**src/rtl/poc_fifo.sv**
```systemverilog
// poc_fifo: parallel printer output controller with a DEPTH-entry transmit FIFO.
// Bus side: SR/BR/LVL register map, registered read data, active-low IRQ.
// Printer side: PD/TR handshake with a fixed-width strobe and RDY timeout.
//
// Printer FSM states
//   state     | meaning
//   ----------+-------------------------------------------------------------
//   S_IDLE    | no byte in flight; pops FIFO head when data present and RDY=1
//   S_STROBE  | TR high, strobe down-counter running
//   S_WAIT_LO | TR low, waiting for RDY to fall; timeout down-counter running
//   S_WAIT_HI | RDY seen low, waiting for it to return high
module poc_fifo #(
    parameter int DW      = 8,
    parameter int DEPTH   = 4,
    parameter int STB_CYC = 2,
    parameter int TMO_CYC = 64
) (
    input  logic          CLK,
    input  logic          RST,
    input  logic [1:0]    RW,
    input  logic [1:0]    ADDR,
    input  logic [DW-1:0] Din,
    output logic [DW-1:0] Dout,
    output logic          IRQ,
    output logic [DW-1:0] PD,
    output logic          TR,
    input  logic          RDY
);
    localparam int AW = $clog2(DEPTH);
    localparam int CW = AW + 1;
    localparam int SW = $clog2(STB_CYC) + 1;
    localparam int TW = $clog2(TMO_CYC) + 1;

    localparam logic [CW-1:0] FULL_LVL = CW'(DEPTH);
    localparam logic [SW-1:0] STB_LOAD = SW'(STB_CYC - 1);
    localparam logic [TW-1:0] TMO_LOAD = TW'(TMO_CYC - 1);

    localparam logic [1:0] S_IDLE    = 2'd0;
    localparam logic [1:0] S_STROBE  = 2'd1;
    localparam logic [1:0] S_WAIT_LO = 2'd2;
    localparam logic [1:0] S_WAIT_HI = 2'd3;

    localparam logic [1:0] A_SR  = 2'd0;
    localparam logic [1:0] A_BR  = 2'd1;
    localparam logic [1:0] A_LVL = 2'd2;

    logic [DW-1:0] mem_q [DEPTH];
    logic [DW-1:0] mem_d [DEPTH];
    logic [AW-1:0] wr_ptr_q, wr_ptr_d;
    logic [AW-1:0] rd_ptr_q, rd_ptr_d;
    logic [CW-1:0] cnt_q, cnt_d;
    logic [1:0]    state_q, state_d;
    logic [SW-1:0] stb_cnt_q, stb_cnt_d;
    logic [TW-1:0] tmo_cnt_q, tmo_cnt_d;
    logic          tr_q, tr_d;
    logic [DW-1:0] pd_q, pd_d;
    logic [DW-1:0] dout_q, dout_d;
    logic          irq_q, irq_d;
    logic          ie_q, ie_d;
    logic          ovf_q, ovf_d;
    logic          terr_q, terr_d;

    logic          wr_cmd, rd_cmd, sr_wr;
    logic          full, empty;
    logic          pop, push_req, push_ok;
    logic          ovf_set, terr_set;
    logic [DW-1:0] sr_val, rd_val;

    // Bus decode and FIFO push/pop arbitration; a pop frees the slot a full-FIFO push needs
    always_comb begin
        wr_cmd   = (RW == 2'b11);
        rd_cmd   = (RW == 2'b10);
        sr_wr    = wr_cmd && (ADDR == A_SR);
        push_req = wr_cmd && (ADDR == A_BR);
        full     = (cnt_q == FULL_LVL);
        empty    = (cnt_q == '0);
        pop      = (state_q == S_IDLE) && !empty && RDY;
        push_ok  = push_req && (!full || pop);
        ovf_set  = push_req && !push_ok;
    end

    // FIFO storage, pointers and occupancy
    always_comb begin
        mem_d    = mem_q;
        wr_ptr_d = wr_ptr_q;
        rd_ptr_d = rd_ptr_q;
        cnt_d    = cnt_q;
        if (push_ok) begin
            mem_d[wr_ptr_q] = Din;
            wr_ptr_d        = wr_ptr_q + AW'(1);
        end
        if (pop) begin
            rd_ptr_d = rd_ptr_q + AW'(1);
        end
        case ({push_ok, pop})
            2'b10:   cnt_d = cnt_q + CW'(1);
            2'b01:   cnt_d = cnt_q - CW'(1);
            default: cnt_d = cnt_q;
        endcase
    end

    // Printer handshake FSM with strobe and timeout down-counters
    always_comb begin
        state_d   = state_q;
        stb_cnt_d = stb_cnt_q;
        tmo_cnt_d = tmo_cnt_q;
        tr_d      = tr_q;
        pd_d      = pd_q;
        terr_set  = 1'b0;
        case (state_q)
            S_IDLE: begin
                if (pop) begin
                    pd_d      = mem_q[rd_ptr_q];
                    tr_d      = 1'b1;
                    stb_cnt_d = STB_LOAD;
                    state_d   = S_STROBE;
                end
            end
            S_STROBE: begin
                if (stb_cnt_q == '0) begin
                    tr_d      = 1'b0;
                    tmo_cnt_d = TMO_LOAD;
                    state_d   = S_WAIT_LO;
                end else begin
                    stb_cnt_d = stb_cnt_q - SW'(1);
                end
            end
            S_WAIT_LO: begin
                if (!RDY) begin
                    state_d = S_WAIT_HI;
                end else if (tmo_cnt_q == '0) begin
                    // printer never acknowledged: the byte is dropped and the FIFO moves on
                    terr_set = 1'b1;
                    state_d  = S_IDLE;
                end else begin
                    tmo_cnt_d = tmo_cnt_q - TW'(1);
                end
            end
            default: begin
                if (RDY) begin
                    state_d = S_IDLE;
                end
            end
        endcase
    end

    // Control/status flags and registered interrupt; a set beats a same-cycle clear
    always_comb begin
        ie_d   = sr_wr ? Din[0] : ie_q;
        ovf_d  = ovf_q;
        terr_d = terr_q;
        if (sr_wr && Din[5]) ovf_d = 1'b0;
        if (ovf_set)         ovf_d = 1'b1;
        if (sr_wr && Din[4]) terr_d = 1'b0;
        if (terr_set)        terr_d = 1'b1;
        irq_d = !(ie_q && (!full || terr_q));
    end

    // Register read mux, captured into Dout only on a read command
    always_comb begin
        sr_val    = '0;
        sr_val[7] = !full;
        sr_val[6] = empty && (state_q == S_IDLE);
        sr_val[5] = ovf_q;
        sr_val[4] = terr_q;
        sr_val[0] = ie_q;
        case (ADDR)
            A_SR:    rd_val = sr_val;
            A_LVL:   rd_val = DW'(cnt_q);
            default: rd_val = '0;
        endcase
        dout_d = rd_cmd ? rd_val : dout_q;
    end

    // State registers; reset aborts any transfer and discards FIFO contents
    always_ff @(posedge CLK or posedge RST) begin
        if (RST) begin
            mem_q     <= '{default: '0};
            wr_ptr_q  <= '0;
            rd_ptr_q  <= '0;
            cnt_q     <= '0;
            state_q   <= S_IDLE;
            stb_cnt_q <= '0;
            tmo_cnt_q <= '0;
            tr_q      <= 1'b0;
            pd_q      <= '0;
            dout_q    <= '0;
            irq_q     <= 1'b1;
            ie_q      <= 1'b0;
            ovf_q     <= 1'b0;
            terr_q    <= 1'b0;
        end else begin
            mem_q     <= mem_d;
            wr_ptr_q  <= wr_ptr_d;
            rd_ptr_q  <= rd_ptr_d;
            cnt_q     <= cnt_d;
            state_q   <= state_d;
            stb_cnt_q <= stb_cnt_d;
            tmo_cnt_q <= tmo_cnt_d;
            tr_q      <= tr_d;
            pd_q      <= pd_d;
            dout_q    <= dout_d;
            irq_q     <= irq_d;
            ie_q      <= ie_d;
            ovf_q     <= ovf_d;
            terr_q    <= terr_d;
        end
    end

    assign Dout = dout_q;
    assign IRQ  = irq_q;
    assign PD   = pd_q;
    assign TR   = tr_q;

endmodule

```
**config.mk**
```make
export PLATFORM = sky130hd
export DESIGN_NAME = poc_fifo
export DESIGN_NICKNAME = d
export VERILOG_FILES = /design/src/rtl/poc_fifo.sv
export SDC_FILE = /design/constraint.sdc
export NUM_CORES = 1
export LEC_CHECK = 0
export CAP_MARGIN = 25
export CORE_ASPECT_RATIO = 1.5
export CORE_MARGIN = 5
export CORE_UTILIZATION = 51
export CTS_CLUSTER_SIZE = 12
export DETAILED_ROUTE_END_ITERATION = 10
export HOLD_SLACK_MARGIN = 0.08
export PLACE_DENSITY = 0.83
export SLEW_MARGIN = 20
export SYNTH_ARGS = -nofsm -noshare
export SYNTH_HDL_FRONTEND = slang
export SYNTH_SLANG_ARGS = --single-unit
```
**constraint.sdc**
```tcl
create_clock -name CLK -period 2.2 [get_ports CLK]
set_input_delay 0.44 -clock CLK [delete_from_list [all_inputs] [get_ports CLK]]
set_output_delay 0.44 -clock CLK [all_outputs]
set_load 0.02 [all_outputs]
```
# ---- Yosys cells after proc, flatten, opt, wreduce, memory -nomap -nowiden
# Cells that the tools add are included.
dict set report totals {
  reg_bits 71
  out_inout_bits 18
  in_bits 15
  word_cells 106
}
dict set report op_classes {
  eq_ne 15
  n_bitwise 2
  reduce_logical 33
  n_addsub 6
  order_cmp 3
  muxes 30
}
# operator n
set op_table {}
lappend op_table {{bitwise mux 32 bit} 1}
lappend op_table {{2-to-1 mux 8 bit} 3}
lappend op_table {{2-to-1 mux 7 bit} 3}
lappend op_table {{binary-select mux 8 bit (select 2 bit)} 1}
lappend op_table {{demux 8 bit (select 2 bit)} 1}
lappend op_table {{case mux 8 bit (2 select lines)} 1}
lappend op_table {{case mux 7 bit (2 select lines)} 1}
lappend op_table {{2-to-1 mux 2 bit} 6}
lappend op_table {{logical AND 1 bit} 11}
lappend op_table {{equality test 2 bit, second input constant} 5}
lappend op_table {{!= test 2 bit, second input constant} 5}
lappend op_table {{nonzero test 2 bit} 5}
lappend op_table {{2-to-1 mux 1 bit} 9}
lappend op_table {{AND reduction 4 bit} 2}
lappend op_table {{logical NOT 7 bit} 1}
lappend op_table {{subtractor 7 x 1 -> 7 bit, second input constant} 1}
lappend op_table {{equality test 2 x 1 -> 1 bit, second input constant} 3}
lappend op_table {{>= comparator 3 bit, second input constant} 2}
lappend op_table {{logical NOT 2 bit} 3}
lappend op_table {{inverter 2 -> 3 bit} 2}
lappend op_table {{case mux 2 bit (3 select lines)} 1}
lappend op_table {{case mux 3 bit (2 select lines)} 1}
lappend op_table {{AND reduction 3 bit} 2}
lappend op_table {{adder 2 x 1 -> 2 bit, second input constant} 2}
lappend op_table {{13 further kinds} 17}

# ---- Logic depth before layout (Yosys ltp)
dict set report logic_depth {
  ltp_word 9
  mapped_depth 11
  mapped_depth_nobuf 11
}

# ---- Worst setup path after synthesis
# No wires, ideal clock.
dict set report synth_path {
  kind {register to register}
  startpoint {register state_q[0]}
  endpoint {register cnt_q[2]}
  n_path_buf 1
  arrival_time_ns 2.265
  stages_incl_launch_ff 12
  synth_period_minus_slack_ns 2.344
  setup_ns 0.079
  required_time_ns 2.121
  setup_slack_ns -0.144
  cell_sequence {dfrtp_1 inv_1 ha_1 o311ai_1 inv_1 clkbuf_1 ha_1 inv_1 fa_1 xor2_1 nor2_1 xor2_1}
}
dict set report synth_between {
  elab_chain_len 7
  word_cells_on_any_way 9
  cone_classes {eq/ne: 2; mux: 1; reduce/logical: 6}
}
# item line
set synth_lines {}
lappend synth_lines {{start, declared} 52} ;# logic [1:0] state_q, state_d;
lappend synth_lines {{start signal, assigned} 197} ;# state_q <= state_d;
lappend synth_lines {{logical NOT 2 bit (*)} 77} ;# pop = (state_q == S_IDLE) && !empty && RDY;
lappend synth_lines {{logical AND 1 bit (*) (2 in series)} 77}
lappend synth_lines {{net pop} 65} ;# logic pop, push_req, push_ok;
lappend synth_lines {{logical OR 1 bit} 78} ;# push_ok = push_req && (!full || pop);
lappend synth_lines {{logical AND 1 bit} 78}
lappend synth_lines {{equality test 2 x 1 -> 1 bit / equality test 2 bit (equally long branches)} 95} ;# case ({push_ok, pop})
lappend synth_lines {{case mux 3 bit (2 select lines) / nonzero test 2 bit (equally long branches)} n/a}
lappend synth_lines {{end signal, assigned} 196} ;# cnt_q <= cnt_d;
lappend synth_lines {{end, declared} 51} ;# logic [CW-1:0] cnt_q, cnt_d;
# Mark *: on every way through the listed nets, which the timed path passes. The rest lies on a longest branch.
# A chain may end at the register's enable or synchronous reset.

# ---- Final worst setup path
dict set report layout_path {
  startpoint {register state_q[1]}
  endpoint {register cnt_q[2]}
}
dict set report layout_between {
  elab_chain_len 7
  word_cells_on_any_way 9
  cone_classes {eq/ne: 2; mux: 1; reduce/logical: 6}
}
# item line
set layout_lines {}
lappend layout_lines {{logical NOT 2 bit (*)} 77}
lappend layout_lines {{logical AND 1 bit (*) (2 in series)} 77}
lappend layout_lines {{logical OR 1 bit} 78}
lappend layout_lines {{logical AND 1 bit} 78}
lappend layout_lines {{equality test 2 x 1 -> 1 bit / equality test 2 bit (equally long branches)} 95}
lappend layout_lines {{case mux 3 bit (2 select lines) / nonzero test 2 bit (equally long branches)} n/a}
# Every way passes the cells marked *; elsewhere a longest branch is shown, timed or not.

==> impl_metrics.json <==
{
  "run_status": "finished clean",
  "post_synth_instance_area_sq_um": 3380,
  "synth_top_cells_by_area": "sky130_fd_sc_hd__dfrtp_1, sky130_fd_sc_hd__mux2_2, sky130_fd_sc_hd__mux4_2, sky130_fd_sc_hd__ha_1, sky130_fd_sc_hd__nand2_1",
  "groute.layer.met2.usage_pct": 30.7,
  "rsz0062_at_grt": "false",
  "clockPowerShare_pct": 21.0,
  "net_count_of_the_finished_layout": 354,
  "top_level_ports": 33,
  "grt_max_degree": 35,
  "synth_largest_area_cell": "sky130_fd_sc_hd__dfrtp_1",
  "htree_levels": 3,
  "worst_supply_voltage_drop_on_vdd_v": 0.000857,
  "worst_setup_path_start_kind": "flip-flop",
  "power_switching_w": 0.00189,
  "grt.total_usage_pct": 17.4,
  "final.min_clock_period_ps": 2040,
  "vert_die_dim_microns": 110,
  "drt_iter0_markers": 83,
  "maximum_root_to_sink_buffer_count": 2,
  "seq_area_frac_synth_pct": 51.8,
  "pwr-share-comb_pct": 40.0,
  "place_inst": 391,
  "worst_skew_pair.late_latency_ps": 350,
  "globalRoute.totalOverflow": 0,
  "post_synth.cell_area_avg_sq_um": 12.5,
  "port-buffer-count": 31,
  "overall_die_width_microns": 76.5,
  "detailedRoute.firstPassIterationCount": 4,
  "tritoncts_num_sinks": 70,
  "worst-endpoint-required_ps": 2470,
  "timing.max_cap.violations": 0,
  "power_internal_w": 0.00360,
  "area_growth_pct": 23.5,
  "grt_first_pass_wirelength_microns": 11600,
  "final-hold-violation-count": 0,
  "starting_density_of_the_core_pct": 52.1,
  "crit_fanout": 7,
  "core_area_sq_um": 6490,
  "post_drt_via_cell_ratio": 5.57,
  "fin_total_pwr_w": 0.00548,
  "synthesis.instances": 271,
  "floorplan.die_area_sq_um": 8390,
  "synth_cell_type_count": 51,
  "max_clk_rate_mhz": 490,
  "drt-wirelength-per-cell_microns": 16.3,
  "place_hpwl_microns": 4920,
  "grt_pass1_vias": 2421,
  "number_of_cts_inserted_buffers": 9,
  "grt-busiest-layer": "met2",
  "setup.worst_path.end_class": "flip-flop",
  "post_cts_setup_bufs": 0,
  "globalRouteMet1Util_pct": 20.3,
  "async_reset_ff_share_pct": 100,
  "nFillCells": 494,
  "finalWeightedCongestion": 0.819,
  "worstPathArrival_ps": 2320,
  "power_switching_share_pct": 34.4,
  "final-max-slew-violation-count": 0,
  "path_class": "flip-flop to flip-flop",
  "grtUsageMet3_pct": 3.85,
  "number_of_standard_cells_in_the_layout_taps_in_and_fillers_out": 407,
  "yosys.area.top_type_share_pct": 51.1,
  "syn-num-nets": 299,
  "postSynthRegisterBits": 70,
  "holdCritPathClass": "primary input to async pin",
  "final_min_period_over_clock_period_pct": 92.8,
  "static-leakage-power_nw": 1.94,
  "floorplan.rows": 36,
  "pwr_density_cell_nw_per_um2": 1310,
  "cts.repair.resized": 0,
  "layout-drive-gt1-share_pct": 28.1,
  "cts-root-buf": "sky130_fd_sc_hd__clkbuf_8",
  "final_wl_microns": 6650,
  "number_of_antenna_violations_at_the_first_check_in_global_routing": 0,
  "final_antenna_net_count": 0,
  "ys.warnings.count": 0,
  "drcViolationCount": 0,
  "route.vias.total": 2266,
  "worst_path_clk_slew_ps": 80,
  "cts_tree": "yes",
  "setup-violations-final": 0,
  "synth_edf_count": 0,
  "seqPwrFrac_pct": 39.0,
  "reg2reg_slack_ps": 160,
  "antenna-diode-count": 0,
  "cts_hold_buffers": 0,
  "synthFlopType": "sky130_fd_sc_hd__dfrtp_1",
  "clock_skew_ps": 7.38
}
==> cells in the mapped netlist, types with 2 or more instances <==
| library cell | count |
|---|---|
| sky130_fd_sc_hd__clkbuf_1 | 4 |
| sky130_fd_sc_hd__and3_1 | 3 |
| sky130_fd_sc_hd__mux4_2 | 8 |
| sky130_fd_sc_hd__mux2i_1 | 5 |
| sky130_fd_sc_hd__ha_1 | 12 |
| sky130_fd_sc_hd__inv_1 | 15 |
| sky130_fd_sc_hd__nor3_2 | 2 |
| sky130_fd_sc_hd__or3_4 | 2 |
| sky130_fd_sc_hd__xnor2_1 | 4 |
| sky130_fd_sc_hd__mux2_2 | 31 |
| sky130_fd_sc_hd__nand2b_1 | 6 |
| sky130_fd_sc_hd__buf_2 | 2 |
| sky130_fd_sc_hd__nand2_1 | 37 |
| sky130_fd_sc_hd__dfrtp_1 | 69 |
| sky130_fd_sc_hd__a21o_1 | 2 |
| sky130_fd_sc_hd__nand3_1 | 4 |
| sky130_fd_sc_hd__a22o_1 | 9 |
| sky130_fd_sc_hd__o2bb2ai_1 | 2 |
| sky130_fd_sc_hd__o21ai_0 | 7 |
| sky130_fd_sc_hd__mux2_1 | 2 |
| sky130_fd_sc_hd__xor2_1 | 2 |
| sky130_fd_sc_hd__nor3_1 | 3 |
| sky130_fd_sc_hd__nand2_4 | 4 |
| sky130_fd_sc_hd__nor2_1 | 8 |
| sky130_fd_sc_hd__a21oi_1 | 2 |
==> worst max-delay path: stages (launching register included) <==
cell and delay (ps):
sky130_fd_sc_hd__dfrtp_1 400, sky130_fd_sc_hd__inv_1 150, sky130_fd_sc_hd__ha_4 200, sky130_fd_sc_hd__o311ai_2 110, sky130_fd_sc_hd__inv_1 100, sky130_fd_sc_hd__ha_1 170
sky130_fd_sc_hd__inv_1 50, sky130_fd_sc_hd__fa_1 370, sky130_fd_sc_hd__xor2_1 150, sky130_fd_sc_hd__nor2_1 110, sky130_fd_sc_hd__xor2_1 150
==> power groups by stage <==
stage | Clock (W) | Sequential (W) | Combinational, W
final | 0.00115 | 0.00214 | 0.00219
after global routing | 0.00124 | 0.00220 | 0.00241
after global placement | 0 | 0.00213 | 0.00210
after detailed placement | 0 | 0.00216 | 0.00218
after CTS | 0.00117 | 0.00214 | 0.00219
after floorplan | 0 | 0.00217 | 0.00142
==> cells by family after synthesis <==
kind of cell / share of synthesized area [%]
AND/OR/NAND/NOR: 13.3
flip-flops: 51.8
multiplexers: 17.8
AO/OA/AOI/OAI: 7.73
buffers and inverters: 2.63
adder cells (fa/ha/maj): 5.03
XOR/XNOR: 1.55
other: 0.111
==> per-layer routing <==
layer  routed length (microns)  up-vias  share of wire [%]
met3                       237       16                3.6
li1                          -     1062                  -
met4                       160        0                2.4
met5                         0        -                  0
met1                      2760     1147                 42
met2                      3490       41                 52
==> per-stage QoR <==
| step | setup TNS, ps | util (%) | hold slack (ps) | setup slack [ps] | cell area [sq um] |
|---|---|---|---|---|---|
| 3_5_place_dp | -158 | 60.8 | 452 | -104 | 3940 |
| 5_1_grt | 0 | 64.4 | 481 | 4.67 | 4180 |
| 4_1_cts | 0 | 64.2 | 448 | 65.6 | 4170 |
| 2_1_floorplan | 0 | - | 413 | 3.09 | 3390 |
| 6_report | 0 | 64.4 | 443 | 159 | 4180 |
| 3_3_place_gp | -41.0 | 60.8 | 458 | -41.0 | 3940 |
==> cells in the final DEF (no fill, tap or decap), drive strengths merged, types with 3 or more instances in the layout <==
cell type      Yosys  final
a21oi              3      3
a22o               9      9
and3               3      3
buf                3     20
clkbuf             4      9
clkdlybuf4s50      0     31
clkinvlp           0      5
dfrtp             69     69
ha                12     12
inv               15     14
mux2              33     33
mux2i              5      5
mux4               8      8
nand2             41     41
nand2b             6      6
nand3              4      4
nor2               8      8
nor3               5      5
o21ai              8      8
or3                3      3
xnor2              4      4
==> flip-flops by register name (all words and copies together) (netlist names) <==
| name | flops |
|---|---|
| mem_q | 32 |
| PD | 8 |
| Dout | 7 |
| tmo_cnt_q | 7 |
| cnt_q | 3 |
| rd_ptr_q | 2 |
| state_q | 2 |
| stb_cnt_q | 2 |
| wr_ptr_q | 2 |
| IRQ | 1 |
| TR | 1 |
| ie_q | 1 |
| ovf_q | 1 |
| terr_q | 1 |
==> final timing paths <==
kind                              start            to  cells after the start
setup / recovery             state_q[1]      cnt_q[2]                     10
hold / removal                      RST   wr_ptr_q[0]                      2
setup reg to reg             state_q[1]      cnt_q[2]                     10
hold reg to reg            stb_cnt_q[0]  stb_cnt_q[0]                      1
max in group asynchronous           RST     mem_q[12]                      3
min in group CLK           stb_cnt_q[0]  stb_cnt_q[0]                      1
==> final cells by class <==
type	instances	area (sq um)	area share, %
Clock buffer	9	124	2.97
Clock inverter	7	98.8	2.37
Inverter	15	60.1	1.44
Multi-Input combinational cell	179	1560	37.4
Sequential cell	70	1750	42.0
Tap cell	76	95.1	2.28
Timing Repair Buffer	51	485	11.6
(Power assumes the default switching activity.)
